**config.mk**
```make
export PLATFORM = sky130hd
export DESIGN_NAME = result_collector
export DESIGN_NICKNAME = d
export VERILOG_FILES = /design/src/rtl/result_collector.sv
export SDC_FILE = /design/constraint.sdc
export NUM_CORES = 1
export LEC_CHECK = 0
export ABC_AREA = 1
export CELL_PAD_IN_SITES_DETAIL_PLACEMENT = 0
export CELL_PAD_IN_SITES_GLOBAL_PLACEMENT = 2
export CORE_ASPECT_RATIO = 0.9
export CORE_MARGIN = 3
export CORE_UTILIZATION = 30
export CTS_CLUSTER_DIAMETER = 120
export DETAILED_ROUTE_END_ITERATION = 10
export GPL_TIMING_DRIVEN = 0
export PLACE_DENSITY = 0.85
export SKIP_CTS_REPAIR_TIMING = 1
export SYNTH_ARGS = -nofsm -noshare
export SYNTH_HDL_FRONTEND = slang
export SYNTH_SLANG_ARGS = --single-unit
```
**constraint.sdc**
```tcl
create_clock -name clk -period 1.9 [get_ports clk]
set_input_delay 0.38 -clock clk [delete_from_list [all_inputs] [get_ports clk]]
set_output_delay 0.38 -clock clk [all_outputs]
set_load 0.01 [all_outputs]
```
**src/rtl/result_collector.sv**
```systemverilog
// Collects results from an upstream combine stage into a small FWFT FIFO and
// keeps a rotate-XOR checksum, a saturating result count and a sticky overflow flag.
module result_collector #(
    parameter int WIDTH = 8,
    parameter int DEPTH = 4,
    parameter int CNT_W = 16
) (
    input  logic             clk,
    input  logic             rst,
    input  logic             clr,
    input  logic             in_valid,
    input  logic [WIDTH-1:0] in_data,
    output logic             in_ready,
    output logic             out_valid,
    output logic [WIDTH-1:0] out_data,
    input  logic             out_ready,
    output logic             full,
    output logic             empty,
    output logic [WIDTH-1:0] checksum,
    output logic [CNT_W-1:0] count,
    output logic             overflow
);

    localparam int AW = (DEPTH > 1) ? $clog2(DEPTH) : 1;
    localparam logic [AW:0]      OCC_FULL = (AW+1)'(DEPTH);
    localparam logic [AW:0]      OCC_ONE  = (AW+1)'(1);
    localparam logic [AW-1:0]    PTR_ONE  = AW'(1);
    localparam logic [CNT_W-1:0] CNT_ONE  = CNT_W'(1);
    localparam logic [CNT_W-1:0] CNT_MAX  = '1;

    logic [WIDTH-1:0] mem [DEPTH];
    logic [AW-1:0]    wr_ptr;
    logic [AW-1:0]    rd_ptr;
    logic [AW:0]      occ;
    logic             push;
    logic             pop;

    function automatic logic [WIDTH-1:0] rotl_xor(input logic [WIDTH-1:0] sum,
                                                  input logic [WIDTH-1:0] data);
        return {sum[WIDTH-2:0], sum[WIDTH-1]} ^ data;
    endfunction

    function automatic logic [CNT_W-1:0] sat_inc(input logic [CNT_W-1:0] cnt);
        return (cnt == CNT_MAX) ? cnt : cnt + CNT_ONE;
    endfunction

    // Flags come straight from the occupancy register, so in_ready never
    // depends combinationally on in_valid.
    assign full      = (occ == OCC_FULL);
    assign empty     = (occ == '0);
    assign in_ready  = ~full;
    assign out_valid = ~empty;
    assign out_data  = mem[rd_ptr];

    assign push = in_valid & ~full;
    assign pop  = out_ready & ~empty;

    always_ff @(posedge clk or posedge rst) begin
        if (rst) begin
            wr_ptr <= '0;
            rd_ptr <= '0;
            occ    <= '0;
        end else begin
            if (push) wr_ptr <= wr_ptr + PTR_ONE;
            if (pop)  rd_ptr <= rd_ptr + PTR_ONE;
            case ({push, pop})
                2'b10:   occ <= occ + OCC_ONE;
                2'b01:   occ <= occ - OCC_ONE;
                default: occ <= occ;
            endcase
        end
    end

    // Storage is deliberately left out of reset.
    always_ff @(posedge clk) begin
        if (push) mem[wr_ptr] <= in_data;
    end

    // clr wins over a same-cycle push: the data still lands in the FIFO but is
    // not folded into checksum or count.
    always_ff @(posedge clk or posedge rst) begin
        if (rst) begin
            checksum <= '0;
            count    <= '0;
            overflow <= 1'b0;
        end else if (clr) begin
            checksum <= '0;
            count    <= '0;
            overflow <= 1'b0;
        end else begin
            if (push) begin
                checksum <= rotl_xor(checksum, in_data);
                count    <= sat_inc(count);
            end
            if (in_valid && full) overflow <= 1'b1;
        end
    end

endmodule

```
======== Yosys cells after proc, flatten, opt, wreduce, memory -nomap -nowiden ========
Memory sizes are Yosys's and may differ from the RTL's.
Cells that the tools add are included.
storage, ports and cells
  register bits after elaboration ......... 32
  memory bits (writable) .................. 32
  input port bits ......................... 13
  output and inout port bits .............. 37
  logic and storage cells ................. 38
  memories kept ........................... 1
memories
  memory  words  width  rd ports  clocked after Yosys merged registers in  wr ports  line  text
  mem     4      8      1         0                                        1         31    logic [WIDTH-1:0] mem [DEPTH];
operators by class
  $add $sub $neg .......................... 5
  eq/ne operators ......................... 5
  muxes and demuxes ....................... 10
  bitwise logic cells ..................... 5
  reduce and logical (&&, ||, !) cells .... 6
operator list
  cell                                                                    number
  16-bit two-way mux                                                      3
  16-bit by 1-bit adder with 16-bit output (second input constant)        1
  16-bit equality test (second input constant)                            1
  8-bit two-way mux                                                       2
  8-bit bitwise XOR                                                       1
  3-bit one-hot mux with 2 select lines                                   1
  2-bit nonzero test                                                      3
  2-bit by 1-bit adder with 2-bit output (second input constant)          2
  1-bit two-way mux                                                       4
  3-bit by 1-bit adder with 3-bit output (second input constant)          1
  3-bit equality test (second input constant)                             1
  3-bit logical NOT                                                       1
  3-bit by 1-bit subtractor with 3-bit output (second input constant)     1
  1-bit AND                                                               2
  2-bit by 1-bit equality test with 1-bit output (second input constant)  1
  2-bit equality test (second input constant)                             1
  2-bit inequality test (second input constant)                           1
  1-bit NOT                                                               2
  2-bit AND reduction                                                     1
  1-bit logical AND                                                       1

======== Logic depth before layout (Yosys ltp) ========
Gate-level depths: netlist of the first run.
  depth in word-level cells ............... 5
  gate-level depth with buffers ........... 10
  gate-level depth less buffers ........... 10

======== Worst setup path before layout of the first run ========
OpenSTA, ideal clock, no wires.
  path type ............................... register to register
  from .................................... register occ[0]
  to ...................................... register occ[2]
  setup time .............................. 0.131 ns
  arrival time ............................ 1.865 ns
  data required time ...................... 1.769 ns
  path slack .............................. -0.095 ns
  cell stages (with the launch flop) ...... 11
  buffers on the path ..................... 1
  clock period less this slack ............ 1.995 ns
  cells stage by stage .................... dfrtp_1 > inv_1 > nand3_2 > nand2_1 > buf_2 > ha_1 > inv_1 > fa_1 > a21oi_1 > o21ai_0 > xor2_1
between the ends
  word-level cells in the longest chain between the ends .. 5
  elaborated cells on any way between the ends .. 12
  those cells by class .................... add/sub: 2; eq/ne: 3; mux: 1; bitwise: 4; reduce/logical: 2
RTL lines
  what                                                                                          line  text
  from (decl)                                                                                   34    logic [AW:0] occ;
  from (signal assigned)                                                                        67    2'b10: occ <= occ + OCC_ONE;
  from (signal assigned)                                                                        68    2'b01: occ <= occ - OCC_ONE;
  3-bit equality test *                                                                         49    assign full = (occ == OCC_FULL);
  1-bit NOT *                                                                                   --
  named net in_ready                                                                            13    output logic in_ready,
  1-bit AND *                                                                                   55    assign push = in_valid & ~full;
  2-bit by 1-bit equality test with 1-bit output / 2-bit equality test (equally long branches)  66    case ({push, pop})
  3-bit one-hot mux with 2 select lines / 2-bit nonzero test (equally long branches)            --
The timed path passes the listed nets; every way through them passes the cells marked *.
A chain may end at the register's enable or synchronous reset.

======== Final worst setup path of the first run ========
  from .................................... register occ[2]
  to ...................................... output empty
between the ends
  word-level cells in the longest chain between the ends .. 1
RTL lines
  what               line  text
  3-bit logical NOT  50    assign empty = (occ == '0);
  to (decl)          18    output logic empty,
Every way passes these cells.

==> results.yml, run 1 <==
run_status:
  outcome: "finished with violations"
  violations: "negative setup slack"
global_routing:
  grt-ovfl-total: 0
  antenna_found_initial: 0
  grt_max_degree: 33
  grt_use_total_pct: 13.7
  grt_pass1_wl_mm: 12.1
  first_global_vias: 2301
floorplan:
  initial_core_util_pct: 31.3
  num_rows: 34
  die-area_mm2: 0.0115
  die_w_um: 113
  ios: 50
  die_y_um: 102
  coreArea_mm2: 0.00983
logic_synthesis:
  synthCells: 327
  syn-num-nets: 347
  synth-compound-area-share_pct: 10.8
  synthMuxAreaShare_pct: 0
  synth_top_family_by_area: "simple AND/OR/NAND/NOR gates"
  synth-xor-area-share_pct: 2.56
  synth_ff_type: "edfxtp_1"
  yosys.area.top_type_share_pct: 31.2
  synthTopCellsByArea: "edfxtp_1, dfrtp_1, nand2_1"
  async_reset_ff_share_pct: 50.0
  post-synth-top-count-cell: "nand2_1"
  yosys_warnings: 0
  synth-adder-area-share_pct: 3.09
  synth.avg_cell_area_um2: 9.41
  yosys-top-cells-count: "nand2_1, o21ai_0, nor2_1, dfrtp_1, edfxtp_1"
  ys_types: 30
  post_synth_and_or_nand_nor_area_fraction_pct: 20.5
  yosysSeqAreaShare_pct: 57.3
  synth_enable_flop_cells: 32
  mappedNetlistArea_mm2: 0.00308
  synth_largest_area_cell: "edfxtp_1"
  synth-seq-cells: 64
clock_tree:
  cts_made_buffers: 9
  cts_sinks: 64
  clkSlewWorstSetupHoldPaths_ns: 0.06
  cts_tree: "built"
  h-tree-depth: 3
  root_buffer: "clkbuf_16"
  cts.path.max_buffers: 2
  clk_latency_ns: 0.33
detailed_routing:
  via_per_inst: 4.65
  firstDrtPassIters: 4
  drt-initial-drc-count: 64
  dr_total_vias: 2422
  ant_nets: 0
  drc: 0
  wl_per_cell_um: 14.6
  postRouteWirelength_mm: 7.59
placement:
  place_congestion: 0.779
  placed_cell_area_mm2: 0.00374
  hpwl_mm: 5.09
  io_buffer_count: 49
critical_path:
  crit_path_end_kind: "primary output"
  startpoint_type: "flop"
  crit_top_cell: "inv_1"
  regToRegSetupSlack_ns: 0.06
  slowest_stage: "clkdlybuf4s50_1"
  critical_path_class: "reg2out"
  r2r_end: "occ[2]$_DFFE_PP0P_"
  crit_fanout: 3
  crit_path_max_incr_delay_ns: 0.52
  r2r_cells: 10
  critPathTopFamily: "buffers and inverters"
  critical_path_buf_inv_count: 3
  r2r_start: "occ[0]$_DFFE_PP0P_"
  crit_required_ns: 1.52
  crit_chain: "inv_1, nand3_2, inv_1, clkdlybuf4s50_1"
  arrival_ns: 1.53
power:
  total_power_w: 0.00551
  cellLeakagePower_nw: 1.70
  peakVddDrop_uv: 574
  power.density_mw_per_mm2: 1320
timing:
  fmax_mhz: 522
  finalMaxSlewViolations: 0
  tns_ns: -0.0139
  finalCritPeriodShare_pct: 101
  layout_setup_ws_ns: -0.0139
  rsz0062_at_grt: "true"
  tightestPinTransition_ns: 0.817
  hold_viol_final: 0
  clock_skew_ns: 0.00621
  fin_crit_ns: 1.91
  finalSetupViolations: 1
  max_slew_margin_pct: 45.3
final_layout:
  num_antenna_cells: 0
  fillers: 931
  syn_to_final_growth_pct: 35.7
  stdcell_area_mm2: 0.00418
  nNetsFinal: 410
  drive_gt1_share_pct: 14.7
job:
  maxCapViolCount: 0
hold_path:
  hold_class: "in2async"
-- worst register-to-register path: stages (launching register included) --
cell and delay (ns):
dfrtp_1 0.40, inv_2 0.11, nand3_4 0.10, nand2_4 0.09
buf_8 0.10, ha_1 0.13, inv_1 0.07, fa_2 0.35
a21oi_1 0.14, o21ai_1 0.08, xor2_1 0.14
-- layer usage --
metal / GRT usage, % / part of all wire (%) / up-vias
li1: - / - / 1227
met3: 4.97 / 5.5 / 9
met5: 0 / 0 / -
met2: 22.7 / 48 / 56
met4: 3.51 / 0.94 / 0
met1: 17.0 / 45 / 1130
-- power breakdown --
| group | switching [W] | total, W | internal (W) |
|---|---|---|---|
| combinational | 0.000919 | 0.00166 | 0.000740 |
| clock | 0.000632 | 0.00193 | 0.00130 |
| sequential | 0.000179 | 0.00192 | 0.00174 |
-- cell type report --
cell class / instances / area (µm²) / area share, %
Timing Repair Buffer: 54 / 536 / 12.8
Clock buffer: 9 / 225 / 5.39
Tap cell: 126 / 158 / 3.78
Inverter: 32 / 124 / 2.97
Clock inverter: 7 / 125 / 3.00
Buffer: 8 / 68.8 / 1.65
Multi-Input combinational cell: 221 / 1170 / 28.1
Sequential cell: 64 / 1760 / 42.3
-- flip-flops by register name, indices dropped and copies added (netlist names) --
name,flops
checksum,8
count,16
mem,32
occ,3
overflow,1
rd_ptr,2
wr_ptr,2
-- cells by family (layout without fill, tap and decap cells) --
| kind of cell | count (synthesis) | after routing |
|---|---|---|
| AOI/OAI and AO/OA | 63 | 63 |
| xor gates and xnor gates | 9 | 9 |
| adders and majority gates | 7 | 7 |
| buffers and inverters | 42 | 110 |
| DFF | 64 | 64 |
| and+or+nand+nor | 142 | 142 |
-- cell usage in the layout, fill, tap and decap left out, types with 5 or more instances in the layout --
master,synthesis,routed
ha_1,6,6
o22ai_1,8,8
buf_4,0,5
inv_2,1,5
nand3_1,21,19
o21ai_1,5,7
xor2_1,7,7
o21ai_0,38,36
a21oi_1,10,10
nor2_1,33,31
dfrtp_1,32,30
clkbuf_16,0,9
clkdlybuf4s50_1,0,40
nand2_1,68,67
nand4_1,6,6
inv_1,30,25
dlymetal6s2s_1,0,7
edfxtp_1,32,32
-- metrics by stage --
step	hold slack [ns]	instances	setup WS [ns]	util, %
floorplan	0.466	327	0.0116	-
global placement	0.483	502	-0.494	38.0
detailed placement	0.491	502	-0.489	38.0
CTS	0.503	518	-0.852	41.6
global route	0.509	521	-0.0979	42.5
finish	0.493	521	-0.0139	42.5
-- worst max-delay path by stage --
stage | from | end | slack, ns | cells after the start
final | occ[2]$_DFFE_PP0P_ | empty | -0.01 | 4
after CTS | rd_ptr[0]$_DFFE_PP0P_ | out_data[6] | -0.85 | 5
after global placement | rd_ptr[0]$_DFFE_PP0P_ | out_data[6] | -0.49 | 5
after detailed placement | rd_ptr[0]$_DFFE_PP0P_ | out_data[6] | -0.49 | 5
after floorplan | occ[0]$_DFFE_PP0P_ | occ[2]$_DFFE_PP0P_ | 0.01 | 10
after global routing | occ[2]$_DFFE_PP0P_ | empty | -0.1 | 4
Note: power is estimated with default switching activity, not from simulation.
==> run 2, diff against run 1 <==
Settings changed: HOLD_SLACK_MARGIN from default to 0.12.
==> results of run 2 <==
The final DEF is identical to that of run 1; final timing and power are the same.
